==> src/rtl/pwm_capture_if.sv <==
// rtl/pwm_capture_if.sv - peripheral bus interface used by pwm_capture
interface bus_protocol_if;
    logic [31:0] addr;
    logic        wen;
    logic        ren;
    logic [31:0] wdata;
    logic [31:0] rdata;
    logic        error;
    logic        request_stall;

    modport peripheral_vital (
        input  addr,
        input  wen,
        input  ren,
        input  wdata,
        output rdata,
        output error,
        output request_stall
    );
endinterface

==> src/rtl/pwm_capture.sv <==
// rtl/pwm_capture.sv - multi-channel PWM input capture (period and high time)
module pwm_capture #(
    parameter int NUM_CHANNELS = 2,
    parameter int CNT_WIDTH    = 32
) (
    input  logic                    CLK,
    input  logic                    nRST,
    input  logic [NUM_CHANNELS-1:0] pwm_in,
    bus_protocol_if.peripheral_vital busif
);

    localparam logic [1:0] ST_IDLE = 2'd0;
    localparam logic [1:0] ST_ARM  = 2'd1;
    localparam logic [1:0] ST_HIGH = 2'd2;
    localparam logic [1:0] ST_LOW  = 2'd3;

    localparam logic [CNT_WIDTH-1:0] CNT_MAX = '1;
    localparam logic [CNT_WIDTH-1:0] CNT_ONE = CNT_WIDTH'(1);
    localparam logic [31:0]          MAP_END = 32'(NUM_CHANNELS * 16);

    // Input synchronizer (two flops) plus one flop of history for edge detection
    logic [NUM_CHANNELS-1:0] sync1_q, sync2_q, edge_q;
    logic [NUM_CHANNELS-1:0] rise, fall;

    // Per-channel measurement and register state
    logic [1:0]           state_q     [NUM_CHANNELS];
    logic [1:0]           state_d     [NUM_CHANNELS];
    logic [CNT_WIDTH-1:0] cnt_q       [NUM_CHANNELS];
    logic [CNT_WIDTH-1:0] cnt_d       [NUM_CHANNELS];
    logic [CNT_WIDTH-1:0] hi_shadow_q [NUM_CHANNELS];
    logic [CNT_WIDTH-1:0] hi_shadow_d [NUM_CHANNELS];
    logic [CNT_WIDTH-1:0] period_q    [NUM_CHANNELS];
    logic [CNT_WIDTH-1:0] period_d    [NUM_CHANNELS];
    logic [CNT_WIDTH-1:0] high_q      [NUM_CHANNELS];
    logic [CNT_WIDTH-1:0] high_d      [NUM_CHANNELS];
    logic [NUM_CHANNELS-1:0] en_q, en_d;
    logic [NUM_CHANNELS-1:0] valid_q, valid_d;
    logic [NUM_CHANNELS-1:0] ovf_q, ovf_d;

    // Bus decode
    logic [27:0] ch_idx;
    logic [1:0]  reg_idx;
    logic        unmapped;
    logic        ro_write;
    logic        bus_err;
    logic        wr_ok;
    logic [31:0] rdata_c;
    logic        unused_wdata;

    assign rise = sync2_q & ~edge_q;
    assign fall = ~sync2_q & edge_q;

    assign ch_idx   = busif.addr[31:4];
    assign reg_idx  = busif.addr[3:2];
    assign unmapped = (busif.addr >= MAP_END) || (busif.addr[1:0] != 2'b00);
    assign ro_write = busif.wen && ((reg_idx == 2'd1) || (reg_idx == 2'd2));
    assign bus_err  = (busif.wen || busif.ren) && (unmapped || ro_write);
    assign wr_ok    = busif.wen && !bus_err;

    assign busif.error         = bus_err;
    assign busif.rdata         = rdata_c;
    assign busif.request_stall = 1'b0;
    assign unused_wdata        = ^busif.wdata[31:2];

    // Combinational read mux; zero unless a mapped register is being read
    always_comb begin
        rdata_c = '0;
        if (busif.ren && !unmapped) begin
            for (int i = 0; i < NUM_CHANNELS; i++) begin
                if (ch_idx == 28'(i)) begin
                    case (reg_idx)
                        2'd0:    rdata_c = {31'd0, en_q[i]};
                        2'd1:    rdata_c = 32'(period_q[i]);
                        2'd2:    rdata_c = 32'(high_q[i]);
                        default: rdata_c = {30'd0, ovf_q[i], valid_q[i]};
                    endcase
                end
            end
        end
    end

    // Per-channel FSM, counter and register next-state, including bus writes
    logic ctrl_wr, stat_wr, clr, valid_set, ovf_set;
    always_comb begin
        ctrl_wr   = 1'b0;
        stat_wr   = 1'b0;
        clr       = 1'b0;
        valid_set = 1'b0;
        ovf_set   = 1'b0;
        for (int i = 0; i < NUM_CHANNELS; i++) begin
            state_d[i]     = state_q[i];
            cnt_d[i]       = cnt_q[i];
            hi_shadow_d[i] = hi_shadow_q[i];
            period_d[i]    = period_q[i];
            high_d[i]      = high_q[i];
            valid_set      = 1'b0;
            ovf_set        = 1'b0;

            ctrl_wr = wr_ok && (ch_idx == 28'(i)) && (reg_idx == 2'd0);
            stat_wr = wr_ok && (ch_idx == 28'(i)) && (reg_idx == 2'd3);
            clr     = ctrl_wr && busif.wdata[1];
            en_d[i] = ctrl_wr ? busif.wdata[0] : en_q[i];

            case (state_q[i])
                ST_IDLE: begin
                    cnt_d[i] = '0;
                    if (en_q[i]) state_d[i] = ST_ARM;
                end
                ST_ARM: begin
                    cnt_d[i] = '0;
                    if (!en_q[i]) begin
                        state_d[i] = ST_IDLE;
                    end else if (rise[i]) begin
                        state_d[i] = ST_HIGH;
                        cnt_d[i]   = CNT_ONE;
                    end
                end
                ST_HIGH: begin
                    if (!en_q[i]) begin
                        state_d[i] = ST_IDLE;
                        cnt_d[i]   = '0;
                    end else if (cnt_q[i] == CNT_MAX) begin
                        ovf_set    = 1'b1;
                        state_d[i] = ST_ARM;
                        cnt_d[i]   = '0;
                    end else begin
                        cnt_d[i] = cnt_q[i] + 1'b1;
                        if (fall[i]) begin
                            hi_shadow_d[i] = cnt_q[i];
                            state_d[i]     = ST_LOW;
                        end
                    end
                end
                default: begin
                    if (!en_q[i]) begin
                        state_d[i] = ST_IDLE;
                        cnt_d[i]   = '0;
                    end else if (cnt_q[i] == CNT_MAX) begin
                        ovf_set    = 1'b1;
                        state_d[i] = ST_ARM;
                        cnt_d[i]   = '0;
                    end else if (rise[i]) begin
                        // Period closes: publish period and high time together
                        period_d[i] = cnt_q[i];
                        high_d[i]   = hi_shadow_q[i];
                        valid_set   = 1'b1;
                        cnt_d[i]    = CNT_ONE;
                        state_d[i]  = ST_HIGH;
                    end else begin
                        cnt_d[i] = cnt_q[i] + 1'b1;
                    end
                end
            endcase

            // Hardware set beats a same-cycle W1C
            valid_d[i] = valid_set || (valid_q[i] && !(stat_wr && busif.wdata[0]));
            ovf_d[i]   = ovf_set   || (ovf_q[i]   && !(stat_wr && busif.wdata[1]));

            // CLR beats everything, including a same-cycle capture
            if (clr) begin
                period_d[i]    = '0;
                high_d[i]      = '0;
                hi_shadow_d[i] = '0;
                cnt_d[i]       = '0;
                valid_d[i]     = 1'b0;
                ovf_d[i]       = 1'b0;
                state_d[i]     = busif.wdata[0] ? ST_ARM : ST_IDLE;
            end
        end
    end

    // Synchronizer and edge-history flops
    always_ff @(posedge CLK or negedge nRST) begin
        if (!nRST) begin
            sync1_q <= '0;
            sync2_q <= '0;
            edge_q  <= '0;
        end else begin
            sync1_q <= pwm_in;
            sync2_q <= sync1_q;
            edge_q  <= sync2_q;
        end
    end

    // Channel state registers
    always_ff @(posedge CLK or negedge nRST) begin
        if (!nRST) begin
            for (int i = 0; i < NUM_CHANNELS; i++) begin
                state_q[i]     <= ST_IDLE;
                cnt_q[i]       <= '0;
                hi_shadow_q[i] <= '0;
                period_q[i]    <= '0;
                high_q[i]      <= '0;
            end
            en_q    <= '0;
            valid_q <= '0;
            ovf_q   <= '0;
        end else begin
            for (int i = 0; i < NUM_CHANNELS; i++) begin
                state_q[i]     <= state_d[i];
                cnt_q[i]       <= cnt_d[i];
                hi_shadow_q[i] <= hi_shadow_d[i];
                period_q[i]    <= period_d[i];
                high_q[i]      <= high_d[i];
            end
            en_q    <= en_d;
            valid_q <= valid_d;
            ovf_q   <= ovf_d;
        end
    end

endmodule

==> src/flat_wrapper.sv <==
// flat-port wrapper written by rule: the top's interface ports become plain ports
module pwm_capture_flat 
#(
    parameter int NUM_CHANNELS = 2,
    parameter int CNT_WIDTH    = 32
)
  (CLK, nRST, pwm_in, busif_addr, busif_wen, busif_ren, busif_wdata, busif_rdata, busif_error, busif_request_stall);
  bus_protocol_if busif_i ();
  input  logic CLK;
  input  logic nRST;
  input  logic [NUM_CHANNELS-1:0] pwm_in;
  input wire logic [$bits(busif_i.addr)-1:0] busif_addr;
  input wire logic [$bits(busif_i.wen)-1:0] busif_wen;
  input wire logic [$bits(busif_i.ren)-1:0] busif_ren;
  input wire logic [$bits(busif_i.wdata)-1:0] busif_wdata;
  output wire logic [$bits(busif_i.rdata)-1:0] busif_rdata;
  output wire logic [$bits(busif_i.error)-1:0] busif_error;
  output wire logic [$bits(busif_i.request_stall)-1:0] busif_request_stall;
  assign busif_i.addr = busif_addr;
  assign busif_i.wen = busif_wen;
  assign busif_i.ren = busif_ren;
  assign busif_i.wdata = busif_wdata;
  assign busif_rdata = busif_i.rdata;
  assign busif_error = busif_i.error;
  assign busif_request_stall = busif_i.request_stall;
  pwm_capture #(.NUM_CHANNELS(NUM_CHANNELS), .CNT_WIDTH(CNT_WIDTH)) u_core (.CLK(CLK), .nRST(nRST), .pwm_in(pwm_in), .busif(busif_i));
endmodule
==> config.mk <==
export PLATFORM = sky130hd
export DESIGN_NAME = pwm_capture_flat
export DESIGN_NICKNAME = d
export VERILOG_FILES = /design/src/rtl/pwm_capture_if.sv /design/src/rtl/pwm_capture.sv /design/src/flat_wrapper.sv
export SDC_FILE = /design/constraint.sdc
export NUM_CORES = 1
export LEC_CHECK = 0
export BUFFER_PORTS_ARGS = -buffer_cell sky130_fd_sc_hd__buf_2
export CORE_MARGIN = 8
export CORE_UTILIZATION = 37
export CTS_CLUSTER_SIZE = 24
export DETAILED_ROUTE_END_ITERATION = 16
export GPL_ROUTABILITY_DRIVEN = 0
export HOLD_SLACK_MARGIN = 0.15
export PLACE_DENSITY_LB_ADDON = 0.08
export SLEW_MARGIN = 20
export SYNTH_ARGS = -nofsm -noshare
export SYNTH_HDL_FRONTEND = slang
export SYNTH_SLANG_ARGS = --single-unit
==> constraint.sdc <==
create_clock -name CLK -period 2.9 [get_ports CLK]
set_input_delay 0.58 -clock CLK [delete_from_list [all_inputs] [get_ports CLK]]
set_output_delay 0.58 -clock CLK [all_outputs]
set_load 0.02 [all_outputs]
# --- After elaboration in Yosys (flattened, before gate mapping) ---
# Cells that the tools add are included.
word_totals:
  regBits: 272
  inputBits: 70
  output_inout_bits: 34
  word_cells: 191
classes:
  n_addsub: 2
  magnitude_cmp: 1
  n_eq_ne: 18
  n_mux: 92
  n_bitwise: 4
  n_reduce_logical: 57
op_table:
  columns: ["op", "n"]
  rows:
  - ["32-bit 2-to-1 mux", 47]
  - ["32-bit one-hot mux with 3 select lines", 4]
  - ["32-bit by 1-bit adder with 32-bit output, second input constant", 2]
  - ["32-bit equality test, second input constant", 2]
  - ["2-bit 2-to-1 mux", 18]
  - ["32-bit by 6-bit greater-or-equal comparator with 1-bit output, second input constant", 1]
  - ["28-bit by 1-bit equality test with 1-bit output, second input constant", 1]
  - ["28-bit logical NOT", 1]
  - ["1-bit 2-to-1 mux", 21]
  - ["1-bit logical AND", 20]
  - ["2-bit nonzero test", 9]
  - ["4-bit AND reduction", 4]
  - ["2-bit one-hot mux with 3 select lines", 2]
  - ["5-bit by 4-bit inequality test with 1-bit output, second input constant", 2]
  - ["2-bit equality test, second input constant", 4]
  - ["1-bit logical OR", 8]
  - ["2-bit by 1-bit inequality test with 1-bit output, second input constant", 4]
  - ["2-bit by 1-bit equality test with 1-bit output, second input constant", 3]
  - ["1-bit logical NOT", 6]
  - ["2-bit logical NOT", 3]
  - ["3-bit by 1-bit inequality test with 1-bit output, second input constant", 2]
  - ["3-bit OR reduction", 2]
  - ["2-bit AND", 2]
  - ["2-bit inverter", 2]
  - ["other kinds (2)", 4]

# --- Logic depth before layout (Yosys ltp) ---
depth:
  ltp_word: 14
  mapped_depth: 10
  depth_no_buf: 7

# --- Least setup slack after synthesis ---
# OpenSTA, ideal clock, no wires.
synth_timing:
  path_kind: "input to output"
  startpoint: "in busif_addr[7]"
  endpoint: "out busif_rdata[10]"
  arrival_ns: 2.351
  t_required_ns: 2.320
  setup_slack_ns: -0.031
  path_stages: 6
  path_buffers: 1
  path_cell_list: "or4_1 > nor4_4 > nand2_2 > nor3b_2 > buf_2 > and2_1"
synth_between:
  elab_chain_cells: 5
  elab_cells_between_ends: 9
  cone_classes: "order compare: 1; eq/ne: 1; mux: 3; reduce/logical: 4"
synth_rtl:
  columns: ["item", "line_no", "rtl"]
  rows:
  - ["start, declared", "flat_wrapper.sv:12", "input wire logic [$bits(busif_i.addr)-1:0] busif_addr;"]
  - ["32-bit by 6-bit greater-or-equal comparator with 1-bit output", "pwm_capture.sv:55", "assign unmapped = (busif.addr >= MAP_END) || (busif.addr[1:0] != 2'b00);"]
  - ["1-bit logical OR", "pwm_capture.sv:55", null]
  - ["1-bit logical NOT", "pwm_capture.sv:68", "if (busif.ren && !unmapped) begin"]
  - ["1-bit logical AND", "pwm_capture.sv:68", null]
  - ["32-bit 2-to-1 mux *", "pwm_capture.sv:68", null]
  - ["end, declared", "flat_wrapper.sv:16", "output wire logic [$bits(busif_i.rdata)-1:0] busif_rdata;"]
# Every way passes the cells marked *; elsewhere a longest branch is shown, timed or not.

# --- Worst setup path in the final report ---
layout_timing:
  startpoint: "in busif_addr[7]"
  endpoint: "out busif_rdata[4]"
# The elaborated chain is that of the path after synthesis.

==> flow_summary.json <==
{
  "async_flop_share_pct": 100.0,
  "slew_headroom_pct": 51.96,
  "via_per_inst": 5.379,
  "min_path_cells": 3,
  "period_minus_slack_ps": 3182,
  "peakVddDrop_v": 0.0004329,
  "cts-buffers-inserted": 31,
  "skew_ps": 8.694,
  "path_cells": "buf_6 -> or4_4 -> nor4_4 -> buf_4 -> nand2_4 -> nor3b_4 -> buf_6 -> clkbuf_16 -> and2_4 -> buf_6",
  "netSwitchingPower_uw": 1765,
  "p_per_area_mw_per_mm2": 496.4,
  "failed_checks": "setup timing",
  "port_buffers": 72,
  "p_comb_share_pct": 2.9,
  "tightest_slew_ps": 720.6,
  "h-tree-depth": 1,
  "min_to": "u_core.state_q[2]",
  "yosys.cell_types.count": 59,
  "wl_mm": 36.55,
  "grt_max_degree": 82,
  "maxSlewViolCount": 0,
  "hold_viol_final": 0,
  "grt_overflow": 0,
  "first_pass_iters": 8,
  "initial_core_util_pct": 37.33,
  "hpwl_mm": 23.35,
  "grt_pass1_vias": 10452,
  "syn_inst": 1319,
  "synth_area_leaders": "dfrtp_1 (52%), mux2i_1 (9.6%), nand2_1 (6.3%)",
  "pwr-share-clk_pct": 49.9,
  "final_cell_area_sq_mm": 0.01624,
  "crit_path_end_kind": "output port",
  "dieWidth_microns": 204.7,
  "syn_nets": 1396,
  "reg2reg_depth": 7,
  "coreArea_sq_mm": 0.03531,
  "hold_path.startpoint": "busif_wdata[0]",
  "synth_seq_cells": 272,
  "status": "finished with violations",
  "rsz0062_at_grt": "true",
  "grt_first_pass_wirelength_mm": 59.33,
  "synth_top_area_cell": "dfrtp_1",
  "slowest_delay_ps": 570,
  "syn_to_final_growth_pct": 23.23,
  "worstSetupPathType": "primary input to output port",
  "worst_path_max_delay_cell": "or4_4",
  "yosys_warnings": 0,
  "drtAntennaViolNets": 0,
  "worst_r2r_endpoint": "u_core.period_q[23]",
  "yosysMostFrequentCell": "dfrtp_1",
  "crit_top_cell": "buf_6",
  "yosysSeqAreaShare_pct": 51.64,
  "std_cell_rows": 69,
  "ys.flop_type": "dfrtp_1",
  "nets": 1474,
  "syn_area_per_cell_sq_um": 9.993,
  "track_usage_pct": 17.38,
  "synth_common_cells": "dfrtp_1 (272), nand2_1 (221), mux2i_1 (127), nor2_1 (84), o21ai_0 (69)",
  "clock_path_buffers": 3,
  "r2r_start": "u_core.cnt_q[1]",
  "wire_per_inst_microns": 19.42,
  "cts_root_buffer": "clkbuf_16",
  "min-delay-path-class": "primary input to register",
  "clkSlewWorstSetupHoldPaths_ps": 60,
  "clk_latency_ps": 570,
  "fin_ws_ps": -282.0,
  "reg2reg_slack_ps": 330,
  "cts_tree": "done",
  "fmax_mhz": 314.3,
  "fin_crit_sh_pct": 109.7,
  "cp.arrival_ps": 2600,
  "p_leak_uw": 0.006375,
  "synth_top_area_share_pct": 51.64,
  "syn_area_sq_mm": 0.01318,
  "seqPwrFrac_pct": 47.2,
  "worst-path-buf-inv": 5,
  "cp_top_family": "simple AND/OR/NAND/NOR gates",
  "cp_max_fo": 7,
  "fin_tns_setup_ps": -8262,
  "postPlaceCellArea_sq_mm": 0.01452,
  "antennaDiodeCount": 0,
  "setup_viol": 33,
  "sw_frac_of_total_pct": 21.89,
  "antenna_found_initial": 3,
  "drtIter0Drc": 633,
  "hold_ws_ps": 341.4,
  "worst-path-stages": 10,
  "die_area_sq_mm": 0.04192,
  "io-pin-count": 104,
  "num_vias": 10123,
  "drive_gt1_share_pct": 19.99,
  "synth-edff-count": 0,
  "drc_errors": 0,
  "critPathRequiredTime_ps": 2320,
  "die_h_microns": 204.7,
  "startpoint_type": "primary input",
  "maxCapViolCount": 0,
  "cts_sinks": 272,
  "power.internal_uw": 6298,
  "utilization_pct": 46.00
}
[per-stage QoR]
step | setup slack (ps) | instances | power (uW)
CTS | -239.8 | 1878 | 8188
global route | -315.6 | 1882 | 8344
finish | -282.0 | 1882 | 8063
floorplan | -2.069 | 1319 | 3923
detailed placement | -557.6 | 1814 | 4097
global placement | -568.5 | 1814 | 4098
[how the worst max path moves through the flow]
stage | startpoint | to | slack, ps
3_3_place_gp | busif_addr[7] | busif_rdata[14] | -570
5_1_grt | busif_addr[7] | busif_rdata[29] | -320
3_5_place_dp | busif_addr[7] | busif_rdata[14] | -560
2_1_floorplan | busif_addr[7] | busif_rdata[10] | -2
4_1_cts | busif_addr[27] | busif_rdata[22] | -240
6_report | busif_addr[7] | busif_rdata[4] | -280
[sequential cells by signal (all words and copies together) (netlist names)]
| signal | flops |
|---|---|
| u_core.ovf_q | 2 |
| u_core.hi_shadow_q | 64 |
| u_core.cnt_q | 64 |
| u_core.high_q | 64 |
| u_core.edge_q | 2 |
| u_core.sync1_q | 2 |
| u_core.valid_q | 2 |
| u_core.period_q | 64 |
| u_core.state_q | 4 |
| u_core.en_q | 2 |
| u_core.sync2_q | 2 |
[layer usage]
| metal | GRT usage, % | routed length [microns] | part of all wire [%] | up-vias |
|---|---|---|---|---|
| met5 | 0 | 35 | 0.096 | - |
| met4 | 3.831 | 757 | 2.1 | 6 |
| met3 | 3.242 | 1717 | 4.7 | 48 |
| met2 | 26.80 | 16390 | 45 | 187 |
| met1 | 25.05 | 17660 | 48 | 5054 |
| li1 | - | - | - | 4828 |
[kinds of logic after synthesis]
group	synth area share (%)
simple gates	16.97
flops	51.64
compound gates	12.74
mux	9.986
buf+inv	4.053
xor+xnor	3.920
fa+ha+maj	0.6644
other cells	0.02845
[power groups by stage]
stage          sequential [uW]  combinational (uW)  clock, uW
6_report                  3800                 232       4030
5_1_grt                   3800                 259       4280
4_1_cts                   3800                 236       4150
3_5_place_dp              3870                 225          0
3_3_place_gp              3870                 226          0
2_1_floorplan             3870                50.5          0
[placed cells by master (no fill, tap or decap), types with 5 or more instances in the layout]
cell type | Yosys | final
dfrtp_1 | 272 | 272
nand2_1 | 221 | 221
mux2i_1 | 127 | 127
nor2_1 | 84 | 81
o21ai_0 | 69 | 69
a22oi_1 | 62 | 62
o211ai_1 | 62 | 62
buf_6 | 0 | 45
xnor2_1 | 39 | 39
buf_2 | 37 | 36
buf_4 | 4 | 36
clkbuf_16 | 0 | 32
and2_4 | 0 | 28
nor3_1 | 28 | 26
inv_1 | 21 | 21
nand3_1 | 24 | 21
nand4_1 | 21 | 21
buf_12 | 0 | 21
xor2_1 | 20 | 20
o22ai_2 | 0 | 16
and4_1 | 13 | 13
o22ai_1 | 30 | 13
clkbuf_8 | 0 | 12
a21oi_1 | 12 | 11
clkinv_2 | 0 | 10
nor4_1 | 9 | 9
and3_1 | 7 | 7
buf_8 | 0 | 6
a31oi_1 | 5 | 5
ha_1 | 7 | 5
[layout make-up]
class                      instances  area, sq um
sequential                       272         6807
multi-input combinational        922         6172
clock buffer                      45        948.4
inverter                          21        78.83
clock inverter                    12        110.1
fill                            3342        19070
timing repair buffer             149         1550
tap                              461        576.8
[timing repair]
item                                    in CTS  in global routing
gates resized for setup                    105                 48
hold buffers                                 3                  0
cloned                                       3                  1
hold endpoints to repair                    67                  0
endpoints found under the setup margin      33                 33
pin swaps                                   12                 19
setup buffers                                1                  3
[worst min-delay path, stage by stage]
cell,delay [ps]
buf_2,150
nand2_1,70
o21ai_0,70
Power figures use the tool's default switching activity.
